`src/rtl/svc_rv_stage_if.sv`:
```
// rtl/svc_rv_stage_if.sv - RISC-V instruction fetch stage: PC, next-PC select, imem port, IF/ID outputs
// Optional misaligned-fetch flag enabled by defining SVC_RV_IF_MISALIGN_CHECK_EN.
module svc_rv_stage_if #(
  parameter int XLEN = 32,
  parameter int PIPELINED = 0,
  parameter int MEM_TYPE = 0,
  parameter int BPRED = 0,
  parameter int BTB_ENABLE = 0,
  parameter logic [XLEN-1:0] RESET_PC = '0
) (
  input  logic            clk,
  input  logic            rst_n,
  input  logic            pc_stall,
  input  logic            if_id_stall,
  input  logic            if_id_flush,
  input  logic            redirect_ex,
  input  logic [XLEN-1:0] redirect_target_ex,
  input  logic [1:0]      pc_sel_id,
  input  logic [XLEN-1:0] pred_target,
  output logic [XLEN-1:0] btb_pc,
  input  logic            btb_hit,
  input  logic            btb_taken,
  input  logic [XLEN-1:0] btb_target,
  output logic            imem_ren,
  output logic [31:0]     imem_raddr,
  input  logic [31:0]     imem_rdata,
  output logic [31:0]     instr_id,
  output logic [XLEN-1:0] pc_id,
  output logic [XLEN-1:0] pc_plus4_id,
  output logic            btb_hit_id,
  output logic            btb_pred_taken_id,
  output logic [XLEN-1:0] btb_target_id,
  output logic            misaligned_id
);

  localparam logic [31:0]     NOP  = 32'h00000013;
  localparam logic [XLEN-1:0] FOUR = XLEN'(4);
  localparam bit              BRAM = (PIPELINED != 0) && (MEM_TYPE != 0);

  logic [XLEN-1:0] pc_q, pc_d, pc_plus4;
  logic            btb_use;

  assign pc_plus4 = pc_q + FOUR;
  assign btb_use  = (BPRED != 0) && (BTB_ENABLE != 0) && btb_hit && btb_taken;

  // EX redirect must win even over a stall; ID/BTB redirects wait for an unstalled cycle.
  always_comb begin
    pc_d = pc_q;
    if (redirect_ex) begin
      pc_d = redirect_target_ex;
    end else if (!pc_stall) begin
      if ((BPRED != 0) && (pc_sel_id == 2'b01)) pc_d = pred_target;
      else if (btb_use)                         pc_d = btb_target;
      else                                      pc_d = pc_plus4;
    end
  end

  always_ff @(posedge clk) begin
    if (!rst_n) pc_q <= RESET_PC;
    else        pc_q <= pc_d;
  end

  assign btb_pc     = pc_q;
  assign imem_raddr = pc_q[31:0];
  // With BRAM the memory output register is the instruction register, so a held stage stops reads.
  assign imem_ren   = rst_n && !pc_stall && !(BRAM && if_id_stall);

  if (PIPELINED != 0) begin : g_pipe
    logic [31:0]     instr_q, instr_d;
    logic            valid_q, valid_d;
    logic [XLEN-1:0] pc_id_q, pc_id_d;
    logic [XLEN-1:0] pc_plus4_id_q, pc_plus4_id_d;
    logic [XLEN-1:0] btb_target_id_q, btb_target_id_d;
    logic            btb_hit_id_q, btb_hit_id_d;
    logic            btb_taken_id_q, btb_taken_id_d;

    always_comb begin
      instr_d         = instr_q;
      valid_d         = valid_q;
      pc_id_d         = pc_id_q;
      pc_plus4_id_d   = pc_plus4_id_q;
      btb_target_id_d = btb_target_id_q;
      btb_hit_id_d    = btb_hit_id_q;
      btb_taken_id_d  = btb_taken_id_q;
      if (if_id_flush) begin
        instr_d         = NOP;
        valid_d         = 1'b0;
        pc_id_d         = '0;
        pc_plus4_id_d   = '0;
        btb_target_id_d = '0;
        btb_hit_id_d    = 1'b0;
        btb_taken_id_d  = 1'b0;
      end else if (!if_id_stall) begin
        instr_d         = imem_rdata;
        valid_d         = imem_ren;
        pc_id_d         = pc_q;
        pc_plus4_id_d   = pc_plus4;
        btb_target_id_d = btb_target;
        btb_hit_id_d    = btb_hit;
        btb_taken_id_d  = btb_hit && btb_taken;
      end
    end

    always_ff @(posedge clk) begin
      if (!rst_n) begin
        instr_q         <= NOP;
        valid_q         <= 1'b0;
        pc_id_q         <= '0;
        pc_plus4_id_q   <= '0;
        btb_target_id_q <= '0;
        btb_hit_id_q    <= 1'b0;
        btb_taken_id_q  <= 1'b0;
      end else begin
        instr_q         <= instr_d;
        valid_q         <= valid_d;
        pc_id_q         <= pc_id_d;
        pc_plus4_id_q   <= pc_plus4_id_d;
        btb_target_id_q <= btb_target_id_d;
        btb_hit_id_q    <= btb_hit_id_d;
        btb_taken_id_q  <= btb_taken_id_d;
      end
    end

    assign instr_id          = BRAM ? (valid_q ? imem_rdata : NOP) : instr_q;
    assign pc_id             = pc_id_q;
    assign pc_plus4_id       = pc_plus4_id_q;
    assign btb_hit_id        = btb_hit_id_q;
    assign btb_pred_taken_id = btb_taken_id_q;
    assign btb_target_id     = btb_target_id_q;

`ifdef SVC_RV_IF_MISALIGN_CHECK_EN
    logic misaligned_q, misaligned_d;

    always_comb begin
      misaligned_d = misaligned_q;
      if (if_id_flush)       misaligned_d = 1'b0;
      else if (!if_id_stall) misaligned_d = (pc_q[1:0] != 2'b00);
    end

    always_ff @(posedge clk) begin
      if (!rst_n) misaligned_q <= 1'b0;
      else        misaligned_q <= misaligned_d;
    end

    assign misaligned_id = misaligned_q;
`else
    assign misaligned_id = 1'b0;
`endif
  end else begin : g_comb
    logic unused_ctrl;
    assign unused_ctrl       = if_id_stall ^ if_id_flush;
    assign instr_id          = imem_rdata;
    assign pc_id             = pc_q;
    assign pc_plus4_id       = pc_plus4;
    assign btb_hit_id        = btb_hit;
    assign btb_pred_taken_id = btb_hit && btb_taken;
    assign btb_target_id     = btb_target;
`ifdef SVC_RV_IF_MISALIGN_CHECK_EN
    assign misaligned_id     = (pc_q[1:0] != 2'b00);
`else
    assign misaligned_id     = 1'b0;
`endif
  end

endmodule

```
`config.mk`:
```
export PLATFORM = sky130hd
export DESIGN_NAME = svc_rv_stage_if
export DESIGN_NICKNAME = d
export VERILOG_FILES = /design/src/rtl/svc_rv_stage_if.sv
export SDC_FILE = /design/constraint.sdc
export NUM_CORES = 1
export LEC_CHECK = 0
export CORE_AREA = 3 3 128 130
export CTS_BUF_LIST = sky130_fd_sc_hd__clkbuf_8 sky130_fd_sc_hd__clkbuf_16
export DETAILED_ROUTE_END_ITERATION = 12
export DIE_AREA = 0 0 131 133
export SKIP_LAST_GASP = 1
export SYNTH_ARGS = -nofsm -noshare
export SYNTH_HDL_FRONTEND = slang
export SYNTH_SLANG_ARGS = --single-unit
```
`constraint.sdc`:
```
create_clock -name clk -period 2.2 [get_ports clk]
set_clock_uncertainty 0.1 [all_clocks]
set_input_delay 0.33 -clock clk [delete_from_list [all_inputs] [get_ports clk]]
set_output_delay 0.33 -clock clk [all_outputs]
set_load 0.005 [all_outputs]
```
# [Yosys cells after proc, flatten, opt, wreduce, memory -nomap -nowiden]
# Cells that the tools add are included.
[word_totals] regBits=32 out_inout_bits=196 word_cells=8 in_bits=138
[classes] add_sub_neg=1 n_mux=2 n_reduce_logical=3 eq_ne=1
[ops] cell="32-bit two-way mux" count=2
[ops] cell="32-bit by 3-bit adder with 32-bit output (second input constant)" count=1
[ops] cell="1-bit logical AND" count=2
[ops] cell="2-bit by 1-bit != test with 1-bit output (second input constant)" count=1
[ops] cell="1-bit logical NOT" count=1

# [Depth between registers and ports, before layout]
# Gate-level depths: netlist of the first run.
[logic_depth] word_depth=3 mapped_depth=6 ltp_nobuf=5

# [Least setup slack after synthesis of the first run]
# No wires, ideal clock.
[synth_timing] path_type="register to output" start="register pc_q[2] (netlist: btb_pc[2])" end="output pc_plus4_id[28]" stages_incl_launch_ff=7 slack_ns=-0.232 t_required_ns=1.770 t_arrival_ns=2.002 n_path_buf=1 path_cell_list="dfxtp_1 > ha_1 > nand4_2 > or4_1 > clkbuf_1 > nor4_1 > xor2_1"
[synth_via] elab_chain_cells=1
[synth_lines] element="start, declared" line="40" source="logic [XLEN-1:0] pc_q, pc_d, pc_plus4;"
[synth_lines] element="start signal, assigned" line="60" source="else pc_q <= pc_d;"
[synth_lines] element="32-bit by 3-bit adder with 32-bit output" line="43" source="assign pc_plus4 = pc_q + FOUR;"
[synth_lines] element="end, declared" line="29" source="output logic [XLEN-1:0] pc_plus4_id,"
# Every way passes these cells.

# [Final worst setup path of the first run]
[layout_timing] start="register pc_q[3] (netlist: btb_pc[3])" end="output pc_plus4_id[28]"
# The elaborated chain is that of the path after synthesis.

==> out/results.tsv, run 1 <==
stage	metric	value	unit
outcome	status	finished with violations	
outcome	violations	setup timing	
floorplan	io_pins	334	
cts	cts.hold.buffers_added	0	
finish	multi_input_area	0.00178	mm2
placement	placed_area	0.00471	mm2
cts	cts.sinks	32	
setup_path	cp-start-kind	flip-flop	
setup_path	path_buf_inv	2	
finish	design_area	0.00531	mm2
grt	gr-total-overflow	0	
grt	grt_pass1_wl	19700	um
detailed_routing	vias	3379	
setup_path	cp-end-kind	output pin	
floorplan	placementRows	45	
cts	cts_made_buffers	5	
finish	diodes	0	
detailed_routing	ant_nets	0	
sta	hold_ws	0.481	ns
cts	clock-root-buffer	clkbuf_16	
finish	area_growth	62.4	%
power_and_ir_drop	finalPower	2.10	mW
synthesis	yosysMostFrequentCell	buf_4	
floorplan	initial_core_util	21.4	%
synthesis	synth-seq-cells	32	
placement	preCtsSetupSlack	-0.411	ns
synthesis	avgSynthCellArea	7.62	um2
floorplan	die_w	131	um
min_path	min_delay_path_depth	2	
floorplan	die_h	133	um
power_and_ir_drop	ir_drop	0.310	mV
finish	largest_reg_flops	32	
synthesis	synth_top_area_share	30.8	%
cts	tritoncts	done	
sta	finalCriticalPeriod	2.53	ns
setup_path	cp.required	1.77	ns
setup_path	cpPeakStageDelay	0.55	ns
grt	grt_max_degree	49	
synthesis	ys_types	46	
floorplan	die_area	0.0174	mm2
setup_path	cp_data_arrival_time	2.10	ns
cts	clk_pin_slew_worst_paths	0.06	ns
detailed_routing	wl_met3	1090	um
synthesis	ys_seq_area_share	19.6	%
setup_path	crit_chain	ha_4 > nand4_4 > or4_4 > buf_12 > nor4_4 > xor2_1 > buf_2	
grt	grt_pass1_vias	3446	
placement	gp_congestion	0.840	
detailed_routing	drt-vias-per-instance	4.48	
cts	htreeDepth	2	
sta	hold_violations	0	
synthesis	syn-num-nets	568	
setup_path	worstSetupPathType	flip-flop to output pin	
detailed_routing	drt_iter0_drc	205	
flow_run	maxCapViolCount	0	
synthesis	syn_inst	429	
detailed_routing	wl_met1	5020	um
synthesis	yosys.area.top_type	buf_4	
synthesis	yosys_warnings	0	
setup_path	ff2ff_setup_slack	-0.04	ns
synthesis	synth-edff-count	0	
setup_path	critPathTopFamily	simple AND/OR/NAND/NOR gates	
setup_path	cp.depth	7	
synthesis	ys_async_sr_fraction	0	%
setup_path	ff2ff_path_depth	8	
finish	nets	681	
sta	finalCritPeriodShare	115	%
detailed_routing	dr_wl_met2	6460	um
sta	final-setup-viol-count	19	
detailed_routing	highest_layer	met5	
detailed_routing	dr.pass1.iters	4	
placement	hpwl	9800	um
detailed_routing	routed_wl	13000	um
setup_path	slowest_stage	or4_4	
detailed_routing	wire_per_inst	17.2	um
synthesis	synth_flop_cell	dfxtp_1	
power_and_ir_drop	power_density	396	mW/mm2
grt	antenna_found_initial	1	
finish	seqCellArea	663	um2
detailed_routing	drc	0	
sta	setup_ws	-0.332	ns
finish	fill_cells	1552	
sta	slew_violations	0	
min_path	min_path_type	flip-flop to flip-flop	
finish	final_core_util	34.8	%
synthesis	synth.area.top_cells	buf_4 31%, dfxtp_1 20%, xor2_1 5.6%	
finish	drive_above_1_share	32.8	%
sta	clock.fmax	0.395	GHz
placement	io_buffers	168	
grt	grt_usage	14.2	%
cts	cts_buffer_depth	2	
power_and_ir_drop	p_leak	2.20	nW
cts	clock_latency	0.28	ns
sta	grt_setup_unrepaired	true	
floorplan	core_area	0.0153	mm2
setup_path	critPathMaxFanout	7	
synthesis	synth.top_cells.by_count	134 x buf_4, 32 x dfxtp_1, 28 x o21ai_0	
synthesis	synth.cell_area	0.00327	mm2
==> per-layer routing <==
| metal | track usage (%) | vias to the layer above |
|---|---|---|
| li1 | - | 1566 |
| met1 | 17.0 | 1577 |
| met2 | 23.9 | 186 |
| met3 | 4.04 | 48 |
| met4 | 4.86 | 2 |
| met5 | 0 | - |
==> worst paths after layout <==
| kind | to | start |
|---|---|---|
| worst max register to register | btb_pc[23] | btb_pc[8] |
| worst max-delay path | pc_plus4_id[28] | btb_pc[3] |
| worst min register to register | btb_pc[1] | btb_pc[1] |
| worst min-delay path | btb_pc[1] | btb_pc[1] |
==> cell usage in the layout, fill, tap and decap left out, types with 7 or more instances in the layout <==
cell	n
a21oi_1	8
a31oi_1	12
buf_2	21
buf_4	79
buf_6	9
clkdlybuf4s50_1	140
dfxtp_1	22
nand2_1	19
nand4_1	11
nor2_1	7
nor2_4	7
nor3_1	12
o21ai_0	28
or3_1	7
xnor2_1	13
xor2_1	21
==> per-stage QoR <==
| step | TNS, ns | std cells |
|---|---|---|
| global placement | -6.63 | 721 |
| finish | -3.55 | 754 |
| CTS | -3.77 | 746 |
| detailed placement | -7.24 | 721 |
| floorplan | 0 | 429 |
| global route | -5.34 | 754 |
==> cells by family after synthesis <==
family                     count (synthesis)  share of synthesized area [%]
buffers and inverters                    164                           34.3
and+or+nand+nor                          124                           21.8
AOI/OAI and AO/OA                         66                           12.7
xor gates and xnor gates                  38                           10.2
DFF                                       32                           19.6
muxes                                      3                          0.919
adders and majority gates                  1                          0.383
other                                      1                          0.115
==> tightest hold or removal path, stage by stage, from the launching register on <==
cell     delay (ns)
dfxtp_1        0.34
mux2i_1        0.13
nor2b_1        0.06
==> report_power, final <==
part | leakage [nW] | switching [mW] | internal, mW | total (mW)
clock network | 0.0660 | 0.287 | 0.421 | 0.708
logic | 1.86 | 0.288 | 0.444 | 0.732
registers | 0.270 | 0.0392 | 0.622 | 0.661
==> timing repair <==
item / CTS / global route
gates resized for setup: 139 / 31
setup endpoints to repair: 27 / 32
gates cloned: 0 / 1
endpoints found under the hold margin: 0 / 0
buffers inserted: 17 / 8
pin swaps: 25 / 20
==> area by class of cell <==
type                            instances  share of cell area, %
Clock buffer                            5                   2.36
Clock inverter                          3                  0.448
Inverter                                5                  0.354
Multi-Input combinational cell        233                   33.6
Sequential cell                        32                   12.5
Tap cell                              211                   4.98
Timing Repair Buffer                  265                   45.8
(Power assumes the default switching activity.)
==> run 2: changes to the inputs <==
--- a/config.mk
+++ b/config.mk
@@ -7,6 +7,7 @@
 export LEC_CHECK = 0
 export CORE_AREA = 3 3 128 130
 export CTS_BUF_LIST = sky130_fd_sc_hd__clkbuf_8 sky130_fd_sc_hd__clkbuf_16
+export CTS_CLUSTER_SIZE = 24
 export DETAILED_ROUTE_END_ITERATION = 12
 export DIE_AREA = 0 0 131 133
 export SKIP_LAST_GASP = 1
==> results of run 2 <==
Final layout, timing and power as in run 1 (identical DEF).
==> run 3: changes to the inputs <==
==> constraint.sdc (replaced) <==
create_clock -name clk -period 2.2 [get_ports clk]
set_clock_uncertainty 0.1 [all_clocks]
set_input_delay 0.33 -clock clk [delete_from_list [all_inputs] [get_ports clk]]
set_output_delay 0.33 -clock clk [all_outputs]
set_load 0.05 [all_outputs]
==> out/results.tsv, run 3 (synthesis gave the netlist of run 1 again) <==
stage	metric	value	unit
setup_path	cp_data_arrival_time	2.11	ns
cts	cts_buffer_depth	2	
detailed_routing	dr_wl_met2	7290	um
detailed_routing	dr.pass1.iters	4	
cts	clock_latency	0.27	ns
setup_path	critPathMaxFanout	6	
finish	nets	666	
grt	grt_usage	14.2	%
cts	htreeDepth	2	
sta	hold_violations	0	
flow_run	maxCapViolCount	0	
setup_path	startpoint	btb_pc[3]	
detailed_routing	wire_per_inst	17.5	um
finish	drive_above_1_share	40.3	%
finish	fill_cells	1500	
placement	io_buffers	168	
floorplan	die_h	133	um
outcome	status	finished with violations	
power_and_ir_drop	p_leak	2.28	nW
cts	cts_made_buffers	5	
finish	largest_reg_flops	32	
setup_path	endpoint	pc_plus4_id[24]	
outcome	violations	setup timing	
cts	tritoncts	done	
finish	final_common_cell	clkdlybuf4s50_1	
sta	finalCriticalPeriod	2.54	ns
setup_path	r2r-start	btb_pc[3]	
power_and_ir_drop	ir_drop	0.245	mV
detailed_routing	wl_met1	4510	um
grt	gr-total-overflow	0	
grt	grt_pass1_wl	19200	um
floorplan	core_area	0.0153	mm2
sta	tightest_slew	0.513	ns
finish	diodes	0	
setup_path	ff2ff_path_depth	7	
detailed_routing	ant_nets	0	
placement	gp_congestion	0.834	
cts	clk_pin_slew_worst_paths	0.06	ns
placement	placed_area	0.00538	mm2
power_and_ir_drop	finalPower	2.82	mW
sta	slew_headroom	65.7	%
setup_path	worstSetupPathType	flip-flop to output pin	
sta	hold_ws	0.474	ns
power_and_ir_drop	power_density	482	mW/mm2
finish	fin_cells	739	
sta	grt_setup_unrepaired	true	
floorplan	die_area	0.0174	mm2
grt	antenna_found_initial	0	
detailed_routing	drc	0	
grt	grt_max_degree	49	
floorplan	io_pins	334	
sta	finalCritPeriodShare	115	%
sta	clock.fmax	0.394	GHz
detailed_routing	routed_wl	12900	um
detailed_routing	drt_iter0_drc	187	
detailed_routing	drt-vias-per-instance	4.47	
sta	setup_ws	-0.335	ns
cts	cts.hold.buffers_added	0	
cts	cts.sinks	32	
floorplan	initial_core_util	21.4	%
grt	grt_pass1_vias	3280	
setup_path	cp-end-kind	output pin	
setup_path	cp.required	1.77	ns
finish	final_core_util	38.4	%
setup_path	timing.rr.end	btb_pc[23]	
cts	clock-root-buffer	clkbuf_16	
placement	dp_cells	717	
setup_path	ff2ff_setup_slack	-0.05	ns
placement	hpwl	10400	um
floorplan	placementRows	45	
finish	area_growth	79.2	%
finish	design_area	0.00586	mm2
sta	final-setup-viol-count	18	
detailed_routing	vias	3302	
setup_path	cp-start-kind	flip-flop	
detailed_routing	wl_met3	879	um
finish	final_cell_mix	126 x clkdlybuf4s50_1, 78 x buf_4, 30 x buf_12	
sta	slew_violations	0	
min_path	min_path_type	flip-flop to flip-flop	
floorplan	die_w	131	um
detailed_routing	highest_layer	met4	
-- run 3: cell types whose count changed in the layout (fill, tap and decap cells not counted), moves of 5 or more --
cell,change
dfxtp_2,+5
xor2_1,-16
xor2_4,+12
buf_2,-20
buf_12,+25
dfxtp_1,-16
dfxtp_4,+11
clkdlybuf4s50_1,-14
-- run 3: power breakdown --
part | switching, mW | leakage, nW | internal, mW
Combinational | 0.876 | 1.92 | 0.546
Clock | 0.256 | 0.0813 | 0.477
Sequential | 0.0476 | 0.278 | 0.620
-- run 3: per-layer routing --
metal,track usage (%),vias to the layer above
met1,15.6,1571
met3,2.54,44
li1,-,1541
met4,4.23,0
met5,0,-
met2,26.9,146
-- run 3: per-stage QoR --
step	setup slack, ns	TNS, ns
detailed placement	-0.184	-1.28
finish	-0.335	-4.15
floorplan	-0.325	-3.24
CTS	-0.360	-4.83
global placement	-0.179	-1.05
global route	-0.411	-5.88
-- run 3: worst min path at each step --
stage	from	end	cells past startpoint
2_1_floorplan	redirect_target_ex[3]	btb_pc[3]	1
3_3_place_gp	btb_pc[19]	btb_pc[19]	2
3_5_place_dp	btb_pc[19]	btb_pc[19]	2
4_1_cts	btb_pc[19]	btb_pc[19]	2
5_1_grt	btb_pc[19]	btb_pc[19]	2
6_report	btb_pc[19]	btb_pc[19]	2
-- run 3: layout make-up --
class	count	area, um2	area share (%)
clock inverter	1	3.75	0.0641
sequential	32	711	12.1
tap	211	264	4.51
inverter	5	18.8	0.321
multi-input combinational	233	2070	35.3
clock buffer	7	153	2.61
timing repair buffer	250	2640	45.1
-- run 3: repair_timing --
item	CTS	global route
endpoints found under the setup margin	23	31
pin swaps	14	15
buffers inserted	12	4
gates cloned	0	1
gates resized for setup	26	23
-- run 3: worst max-delay path: stages, from the launching register on --
cell and delay [ns]:
dfxtp_4 0.37, ha_4 0.14, nand4_4 0.07, or4_4 0.52, buf_4 0.17, nor3_2 0.09
buf_4 0.15, xor2_4 0.16, buf_12 0.15
